**config.mk**
```make
export PLATFORM = sky130hd
export DESIGN_NAME = apb_master
export DESIGN_NICKNAME = d
export VERILOG_FILES = /design/src/rtl/apb_master.sv
export SDC_FILE = /design/constraint.sdc
export NUM_CORES = 1
export LEC_CHECK = 0
export CAP_MARGIN = 20
export CORE_MARGIN = 4
export CORE_UTILIZATION = 55
export DETAILED_ROUTE_END_ITERATION = 12
export DONT_BUFFER_PORTS = 1
export PLACE_DENSITY = 0.81
export SETUP_SLACK_MARGIN = 0.5
export SLEW_MARGIN = 20
export SYNTH_ARGS = -nofsm -noshare
export SYNTH_HDL_FRONTEND = slang
export SYNTH_SLANG_ARGS = --single-unit
```
**constraint.sdc**
```tcl
create_clock -name pclk -period 3.3 [get_ports pclk]
set_input_delay 0.33 -clock pclk [delete_from_list [all_inputs] [get_ports pclk]]
set_output_delay 0.33 -clock pclk [all_outputs]
set_load 0.05 [all_outputs]
```
**src/rtl/apb_master.sv**
```systemverilog
// ---------------------------------------------------------------------------
// apb_master
//
// Purpose:
//   APB3 requester. It turns a single-beat command from the local bus into one
//   APB transfer (SETUP, then ACCESS until pready) and reports completion with a
//   one-cycle response strobe. A bounded wait in ACCESS aborts the transfer if
//   a slave never asserts pready.
//
// Parameters:
//   ADDR_W   address width
//   DATA_W   data width
//   TIMEOUT  max ACCESS cycles without pready before abort (0 = never abort)
//
// Ports:
//   pclk, preset_n             clock (rising edge), async active-low reset
//   cmd_valid/cmd_ready        command handshake
//   cmd_write/addr/wdata       command fields (sampled on accept only)
//   rsp_valid                  one-cycle completion pulse
//   rsp_rdata                  read data (0 for writes, errors, timeouts),
//                              held until the next completion
//   rsp_err, rsp_timeout       error / timeout flags, valid with rsp_valid
//   paddr/pwrite/pwdata        APB request fields
//   psel/penable               APB phase control
//   prdata/pready/pslverr      APB completion inputs
//
// All outputs come straight from registers.
// ---------------------------------------------------------------------------
module apb_master #(
    parameter int ADDR_W  = 32,
    parameter int DATA_W  = 32,
    parameter int TIMEOUT = 16
) (
    input  logic              pclk,
    input  logic              preset_n,

    input  logic              cmd_valid,
    output logic              cmd_ready,
    input  logic              cmd_write,
    input  logic [ADDR_W-1:0] cmd_addr,
    input  logic [DATA_W-1:0] cmd_wdata,

    output logic              rsp_valid,
    output logic [DATA_W-1:0] rsp_rdata,
    output logic              rsp_err,
    output logic              rsp_timeout,

    output logic [ADDR_W-1:0] paddr,
    output logic              pwrite,
    output logic [DATA_W-1:0] pwdata,
    output logic              psel,
    output logic              penable,
    input  logic [DATA_W-1:0] prdata,
    input  logic              pready,
    input  logic              pslverr
);

    typedef enum logic [1:0] {
        IDLE   = 2'd0,
        SETUP  = 2'd1,
        ACCESS = 2'd2
    } state_e;

    // Wait counter: wide enough to hold TIMEOUT, never narrower than one bit.
    localparam int CNT_W = (TIMEOUT == 0) ? 1 : $clog2(TIMEOUT + 1);
    localparam logic [CNT_W-1:0] CNT_LAST = CNT_W'((TIMEOUT == 0) ? 0 : TIMEOUT - 1);

    state_e              state_q;
    logic [CNT_W-1:0]    cnt_q;
    logic [CNT_W-1:0]    cnt_d;
    logic                timeout_hit;

    logic                cmd_ready_q;
    logic                rsp_valid_q;
    logic [DATA_W-1:0]   rsp_rdata_q;
    logic                rsp_err_q;
    logic                rsp_timeout_q;
    logic [ADDR_W-1:0]   paddr_q;
    logic                pwrite_q;
    logic [DATA_W-1:0]   pwdata_q;
    logic                psel_q;
    logic                penable_q;

    // Saturating increment: a stuck slave with the timeout disabled must not
    // wrap the counter back to zero.
    // NOTE: every variable assigned in always_comb gets a default first so no
    // path can leave it unassigned and infer a latch.
    always_comb begin
        cnt_d = cnt_q;
        if (cnt_q != '1) begin
            cnt_d = cnt_q + 1'b1;
        end
    end

    // The abort fires on the edge that closes the TIMEOUT-th ACCESS cycle.
    assign timeout_hit = (TIMEOUT != 0) && (cnt_q == CNT_LAST);

    // NOTE: sequential state uses non-blocking assignments only, so every
    // register samples the pre-edge values of the others.
    always_ff @(posedge pclk or negedge preset_n) begin
        if (!preset_n) begin
            state_q       <= IDLE;
            cnt_q         <= '0;
            cmd_ready_q   <= 1'b0;
            rsp_valid_q   <= 1'b0;
            rsp_rdata_q   <= '0;
            rsp_err_q     <= 1'b0;
            rsp_timeout_q <= 1'b0;
            paddr_q       <= '0;
            pwrite_q      <= 1'b0;
            pwdata_q      <= '0;
            psel_q        <= 1'b0;
            penable_q     <= 1'b0;
        end else begin
            // Response flags are single-cycle pulses.
            rsp_valid_q   <= 1'b0;
            rsp_err_q     <= 1'b0;
            rsp_timeout_q <= 1'b0;

            case (state_q)
                IDLE: begin
                    cmd_ready_q <= 1'b1;
                    if (cmd_valid && cmd_ready_q) begin
                        paddr_q     <= cmd_addr;
                        pwrite_q    <= cmd_write;
                        pwdata_q    <= cmd_wdata;
                        psel_q      <= 1'b1;
                        penable_q   <= 1'b0;
                        cmd_ready_q <= 1'b0;
                        state_q     <= SETUP;
                    end
                end

                SETUP: begin
                    penable_q <= 1'b1;
                    cnt_q     <= '0;
                    state_q   <= ACCESS;
                end

                ACCESS: begin
                    if (pready) begin
                        // A ready slave wins over a timeout on the same edge.
                        psel_q      <= 1'b0;
                        penable_q   <= 1'b0;
                        rsp_valid_q <= 1'b1;
                        rsp_err_q   <= pslverr;
                        rsp_rdata_q <= (!pwrite_q && !pslverr) ? prdata : '0;
                        cmd_ready_q <= 1'b1;
                        state_q     <= IDLE;
                    end else if (timeout_hit) begin
                        psel_q        <= 1'b0;
                        penable_q     <= 1'b0;
                        rsp_valid_q   <= 1'b1;
                        rsp_err_q     <= 1'b1;
                        rsp_timeout_q <= 1'b1;
                        rsp_rdata_q   <= '0;
                        cmd_ready_q   <= 1'b1;
                        state_q       <= IDLE;
                    end else begin
                        cnt_q <= cnt_d;
                    end
                end

                default: begin
                    psel_q    <= 1'b0;
                    penable_q <= 1'b0;
                    state_q   <= IDLE;
                end
            endcase
        end
    end

    assign cmd_ready   = cmd_ready_q;
    assign rsp_valid   = rsp_valid_q;
    assign rsp_rdata   = rsp_rdata_q;
    assign rsp_err     = rsp_err_q;
    assign rsp_timeout = rsp_timeout_q;
    assign paddr       = paddr_q;
    assign pwrite      = pwrite_q;
    assign pwdata      = pwdata_q;
    assign psel        = psel_q;
    assign penable     = penable_q;

endmodule

```
==> flow_summary.toml, run 1 <==
[cts]
clk_pin_slew_ps = 100
htreeDepth = 3
cts_buffer_depth = 2
cts_tree = "built"
clk_latency_ps = 360
cts.sinks = 109
cts_setup_buffers = 0
ctsResizeCount = 0
clock-root-buffer = "clkbuf_8"
numCtsBuffers = 9

[floorplan]
coreArea_um2 = 7410
die_y_um = 96.3
die_w_um = 96.3
die-area_um2 = 9270
initial_core_util = 0.579
rows = 31
ios = 205

[worst_setup_path]
r2r_setup_slack_ps = 890
worstPathArrival_ps = 2650
crit_type = "register to register"
critPathLaunchType = "register"
worst_r2r_path_depth = 4
cp.required_ps = 3540
cp-end-kind = "register"
r2r-end = "paddr[27]$_DFFE_PN0P_"
reg2reg_from = "penable$_DFFE_PN0P_"
cp_max_fo = 37

[timing]
worstMarginPinSlew_ps = 838
post-route-period-util = 0.731
hold_violations = 109
maxSlewViolCount = 0
period_needed_ps = 2410
setup_viol = 0
relSlewSlack = 0.442
timing.setup.tns_ps = 0
hold_ws_ps = -346
clock-skew-final_ps = 10.7
max_freq_mhz = 415
rsz0062_at_grt = "false"

[yosys]
syn_inst = 270
async_flop_share = 1.00
synth_edf_count = 0
ys_ff_latch = 109
synthFlopType = "dfrtp_1"
yosysWarnings = 0
syn_avg_cell_area_um2 = 15.9
synthesis.nets = 375
netlist_area_um2 = 4290
ys_seq_area_frac = 0.636
synth_cell_type_count = 32

[route]
via_per_inst = 6.05
wl_per_cell_um = 25.2
dr.pass1.iters = 4
ant_nets = 0
via_count = 2243
route.detailed.drc = 0
wl_mm = 9.34
drt_iter0_markers = 55

[final_layout]
final_cells = 371
nets = 372
drive_gt1_frac = 0.316
antenna_cells = 0
syn_to_final_growth_pct = 6.36
multiInputGateArea_um2 = 1440
seq_area_um2 = 2730
n_fill_cell = 511

[outcome]
status = "finished, violations left"
violations = "hold timing"

[placement]
gp_congestion = 0.787
place_inst = 355
dpl.hpwl_mm = 6.91
place.port_buffers = 0

[global_routing]
grt_max_degree = 110
antenna_found_initial = 0
grt_pass1_vias = 2328
overflow = 0
grt_pass1_wl_mm = 13.1
grt.total_usage = 0.192

[hold_path]
min_path_type = "input port to async pin"

[job]
cap_violations = 0
cells in the mapped netlist (2+ instances only):
cell type | count | share of area
buf_2 | 5 | 0.0058
and3_1 | 3 | 0.0044
a21oi_1 | 2 | 0.0023
mux2_4 | 30 | 0.11
a31oi_1 | 3 | 0.0044
nor2b_1 | 2 | 0.0029
nand2_1 | 6 | 0.0053
buf_4 | 4 | 0.0070
nor2_1 | 3 | 0.0026
clkbuf_1 | 4 | 0.0035
ha_1 | 3 | 0.0088
mux2_2 | 35 | 0.092
dfrtp_1 | 109 | 0.64
inv_1 | 4 | 0.0035
a22o_1 | 33 | 0.067
nor3_1 | 2 | 0.0023
o21ai_0 | 5 | 0.0058
buf_8 | 3 | 0.011
worst max path at each step:
stage / slack, ps / to / depth (start not counted) / from
after CTS: 880 / paddr[27]$_DFFE_PN0P_ / 4 / penable$_DFFE_PN0P_
after global placement: 1000 / paddr[24]$_DFFE_PN0P_ / 4 / penable$_DFFE_PN0P_
after global routing: 780 / paddr[29]$_DFFE_PN0P_ / 4 / penable$_DFFE_PN0P_
after floorplan: 1290 / cnt_q[2]$_DFFE_PN0P_ / 6 / cnt_q[0]$_DFFE_PN0P_
after detailed placement: 880 / paddr[25]$_DFFE_PN0P_ / 4 / penable$_DFFE_PN0P_
final: 890 / paddr[27]$_DFFE_PN0P_ / 4 / penable$_DFFE_PN0P_
metrics by stage:
step | setup slack [ps] | utilization | instance area [um^2]
2_1_floorplan | 1290 | - | 4290
3_3_place_gp | 1000 | 0.585 | 4340
3_5_place_dp | 882 | 0.585 | 4340
4_1_cts | 877 | 0.615 | 4560
5_1_grt | 778 | 0.615 | 4560
6_report | 887 | 0.615 | 4560
cell usage in the layout, fill, tap and decap left out, types with 2 or more instances in the layout:
cell type and count:
dfrtp_1 109, mux2_2 35, a22o_1 33, mux2_4 30, clkbuf_8 9, nand2_1 6
o21ai_0 5, inv_1 4, nor2_1 3, a31oi_1 3, ha_1 3, clkinv_4 3
and3_1 2, a21oi_1 2, nor3_1 2, nor2b_1 2, bufinv_16 2, buf_4 2
layout make-up:
type                       count  share of cell area
inverter                       4             0.00329
clock buffer                  10              0.0280
tap                           99              0.0272
multi-input combinational    140               0.315
clock inverter                 6              0.0209
timing repair buffer           3             0.00768
sequential                   109               0.598
cell families (layout without fill, tap and decap cells):
group                    after synthesis  after routing  share of synthesized area
adder cells (fa/ha/maj)                3              3                    0.00876
flip-flops                           109            109                      0.636
AND/OR/NAND/NOR                       23             23                     0.0318
AO/OA/AOI/OAI                         48             48                     0.0908
buffers and inverters                 21             23                     0.0330
multiplexers                          66             66                      0.199
per-layer routing:
metal / global-route usage / part of all wire / up-vias
met4: 0.0664 / 0.010 / 0
met2: 0.287 / 0.46 / 164
li1: - / - / 968
met5: 0 / 0 / -
met1: 0.237 / 0.37 / 1103
met3: 0.106 / 0.16 / 8
worst max-delay path: stages, from the launching register on:
cell and delay (ps):
dfrtp_1 710, nor2_1 380, and3_4 500, buf_12 310
mux2_2 370
state kept, by name, summed over array words and instances, names as in the netlist:
signal / cells
cmd_ready: 1
cnt_q: 5
paddr: 32
penable: 1
psel: 1
pwdata: 32
pwrite: 1
rsp_err: 1
rsp_rdata: 32
rsp_timeout: 1
rsp_valid: 1
state_q: 1
Power of run 1 is not shown: default switching activity piles up to over one toggle a cycle in this logic, so the estimate is an artifact.
==> run 2: changes to the inputs <==
--- a/config.mk
+++ b/config.mk
@@ -5,12 +5,13 @@
 export SDC_FILE = /design/constraint.sdc
 export NUM_CORES = 1
 export LEC_CHECK = 0
+export ABC_AREA = 1
 export CAP_MARGIN = 20
 export CORE_MARGIN = 4
 export CORE_UTILIZATION = 55
 export DETAILED_ROUTE_END_ITERATION = 12
 export DONT_BUFFER_PORTS = 1
-export PLACE_DENSITY = 0.81
+export PLACE_DENSITY = 0.84
 export SETUP_SLACK_MARGIN = 0.5
 export SLEW_MARGIN = 20
 export SYNTH_ARGS = -nofsm -noshare
==> constraint.sdc (replaced) <==
create_clock -name pclk -period 2.03 [get_ports pclk]
set_input_delay 0.203 -clock pclk [delete_from_list [all_inputs] [get_ports pclk]]
set_output_delay 0.203 -clock pclk [all_outputs]
set_load 0.05 [all_outputs]
==> run 2 against run 1 <==
The flow still finishes with violations (hold timing). Clock skew rose by 3.7 ps. Synthesized cell count rose by 80%. Global-route usage rose by 6.8 points. Critical endpoint is now rsp_rdata[0]$_DFFE_PN0P_. Die area rose by 0.78%.
==> flow_summary.toml, run 2 <==
[yosys]
synthFlopType = "dfrtp_1"
synth-xor-area-share = 0
ys_ff_latch = 109
synth-compound-area-share = 0.00347
async_flop_share = 1.00
synth_fa_ha_area_frac = 0.00868
syn_inst = 486
netlist_area_um2 = 4320
synth_cell_type_count = 17
ys_seq_area_frac = 0.631
synth_edf_count = 0
synth_top_family_by_area = "simple AND/OR/NAND/NOR gates"
synthesis.nets = 591
ys_top_cells_by_count = "nand2_1, dfrtp_1, nand3_1, inv_1, buf_4"
synth_mux_area_frac = 0
netlist_top_cells_area = "dfrtp_1, nand2_1, nand3_1"
synth_simple_gate_area_frac = 0.308
yosysWarnings = 0
yosysTopAreaCell = "dfrtp_1"
yosysMostFrequentCell = "nand2_1"
syn_avg_cell_area_um2 = 8.89
synth.top_cell.area_share = 0.631

[route]
wl_per_cell_um = 18.0
dr.pass1.iters = 4
via_count = 3781
ant_nets = 0
via_per_inst = 5.42
route.detailed.drc = 0
wl_mm = 12.5
drt_iter0_markers = 146

[final_layout]
mostFrequentLayoutCells = "nand2_1, dfrtp_1, dlygate4sd3_1, nand3_1, nand2_2"
final_common_cell = "nand2_1"
drive_gt1_frac = 0.113
antenna_cells = 0
nets = 695
syn_to_final_growth_pct = 33.1
final_cells = 697
final_cell_area_um2 = 5750

[cts]
clock-root-buffer = "clkbuf_8"
cts_tree = "built"
htreeDepth = 3
clk_pin_slew_ps = 110
cts_buffer_depth = 2
cts.sinks = 109
numCtsBuffers = 9
clk_latency_ps = 350

[timing]
setup_viol = 0
hold_violations = 109
hold_ws_ps = -471
timing.setup.tns_ps = 0
worstMarginPinSlew_ps = 543
period_needed_ps = 1670
rsz0062_at_grt = "true"
clock-skew-final_ps = 14.4
post-route-period-util = 0.820
maxSlewViolCount = 0
max_freq_mhz = 601
relSlewSlack = 0.638

[global_routing]
grt.total_usage = 0.260
grt_pass1_wl_mm = 19.7
antenna_found_initial = 0
overflow = 0
grt_pass1_vias = 3829
grt_max_degree = 110

[worst_setup_path]
critical-path-top-delay-family = "simple AND/OR/NAND/NOR gates"
cpMostUsedCell = "nor2_4"
cpPeakStageDelay_ps = 390
worstPathCellList = "ha_2, nand2_2, nor2_4, ha_4, nor2_4, nor2_4, inv_4, clkbuf_16, nand2_1, nand2_1"
critPathSlowestCell = "dfrtp_1"
cp-end-kind = "register"
crit_type = "register to register"
r2r_setup_slack_ps = 360
cp.required_ps = 2290
cp_max_fo = 9
reg2reg_from = "cnt_q[1]$_DFFE_PN0P_"
critPathLaunchType = "register"
worstPathArrival_ps = 1920
worst_r2r_path_depth = 10
critPathBufInv = 2
r2r-end = "rsp_rdata[0]$_DFFE_PN0P_"

[pwr]
peakVddDrop_mv = 1.09
p_leak_uw = 0.00302
p_total_uw = 10900
pwr_density_cell_nw_per_um2 = 1900

[floorplan]
rows = 32
ios = 205
coreArea_um2 = 7690
die-area_um2 = 9340
initial_core_util = 0.562
die_w_um = 96.7
die_y_um = 96.7

[hold_path]
min_path_type = "input port to async pin"

[placement]
place.port_buffers = 0
gp_congestion = 0.839
place_inst = 573
postPlaceCellArea_um2 = 4380
dpl.hpwl_mm = 6.91

[outcome]
status = "finished, violations left"
violations = "hold timing"

[job]
cap_violations = 0
run 2: changes by cell type after synthesis, moves of 4 or more:
| cell | delta |
|---|---|
| nand3_1 | +40 |
| a22o_1 | -33 |
| mux2_2 | -35 |
| mux2_4 | -30 |
| buf_6 | +4 |
| nand2_1 | +276 |
| inv_1 | +6 |
| buf_4 | +4 |
run 2: worst max path at each step:
stage,start,end,slack (ps),cells after the start
after floorplan,cnt_q[0]$_DFFE_PN0P_,cmd_ready$_DFFE_PN0P_,500,9
after global placement,cnt_q[0]$_DFFE_PN0P_,cmd_ready$_DFFE_PN0P_,430,9
after detailed placement,cnt_q[0]$_DFFE_PN0P_,rsp_rdata[25]$_DFFE_PN0P_,370,10
after CTS,cnt_q[1]$_DFFE_PN0P_,rsp_rdata[9]$_DFFE_PN0P_,450,10
after global routing,cnt_q[1]$_DFFE_PN0P_,rsp_rdata[20]$_DFFE_PN0P_,290,10
final,cnt_q[1]$_DFFE_PN0P_,rsp_rdata[0]$_DFFE_PN0P_,360,10
run 2: report_power, final:
part	leakage, uW	internal (uW)	total (uW)	switching, uW
registers	0.00140	3090	7260	4170
logic	0.00152	923	2400	1480
clock network	0.0000996	503	1240	739
run 2: kinds of logic (layout without fill, tap and decap cells):
family / Yosys count / count (layout)
and+or+nand+nor: 335 / 335
buffers and inverters: 36 / 145
adders and majority gates: 3 / 3
AOI/OAI and AO/OA: 3 / 3
DFF: 109 / 109
run 2: final cells by class:
cell class	instances	area, um^2
Timing Repair Buffer	116	1180
Tap cell	102	128
Inverter	13	53.8
Fill cell	490	1940
Sequential cell	109	2730
Multi-Input combinational cell	341	1470
Clock buffer	10	138
Clock inverter	6	51.3
run 2: through the flow:
stage | hold slack (ps) | setup slack, ps | utilization
final | -471 | 365 | 0.748
after global routing | -506 | 290 | 0.748
after CTS | -493 | 448 | 0.722
after detailed placement | -90.3 | 373 | 0.570
after global placement | -90.7 | 433 | 0.570
after floorplan | -92.6 | 505 | -
run 2: layer usage:
layer  routed length (um)  part of all wire  global-route usage
met1                 4390              0.35               0.289
met2                 6410              0.51               0.445
met3                 1130             0.090              0.0894
met4                  583             0.047               0.124
met5                    0                 0                   0
run 2: timing repair:
item	CTS	global route
gates cloned	0	3
gates resized for setup	2	25
buffers inserted	3	5
hold buffers	95	2
setup endpoints to repair	39	77
endpoints found under the hold margin	207	111
pin swaps	2	15
Power figures use the tool's default switching activity.
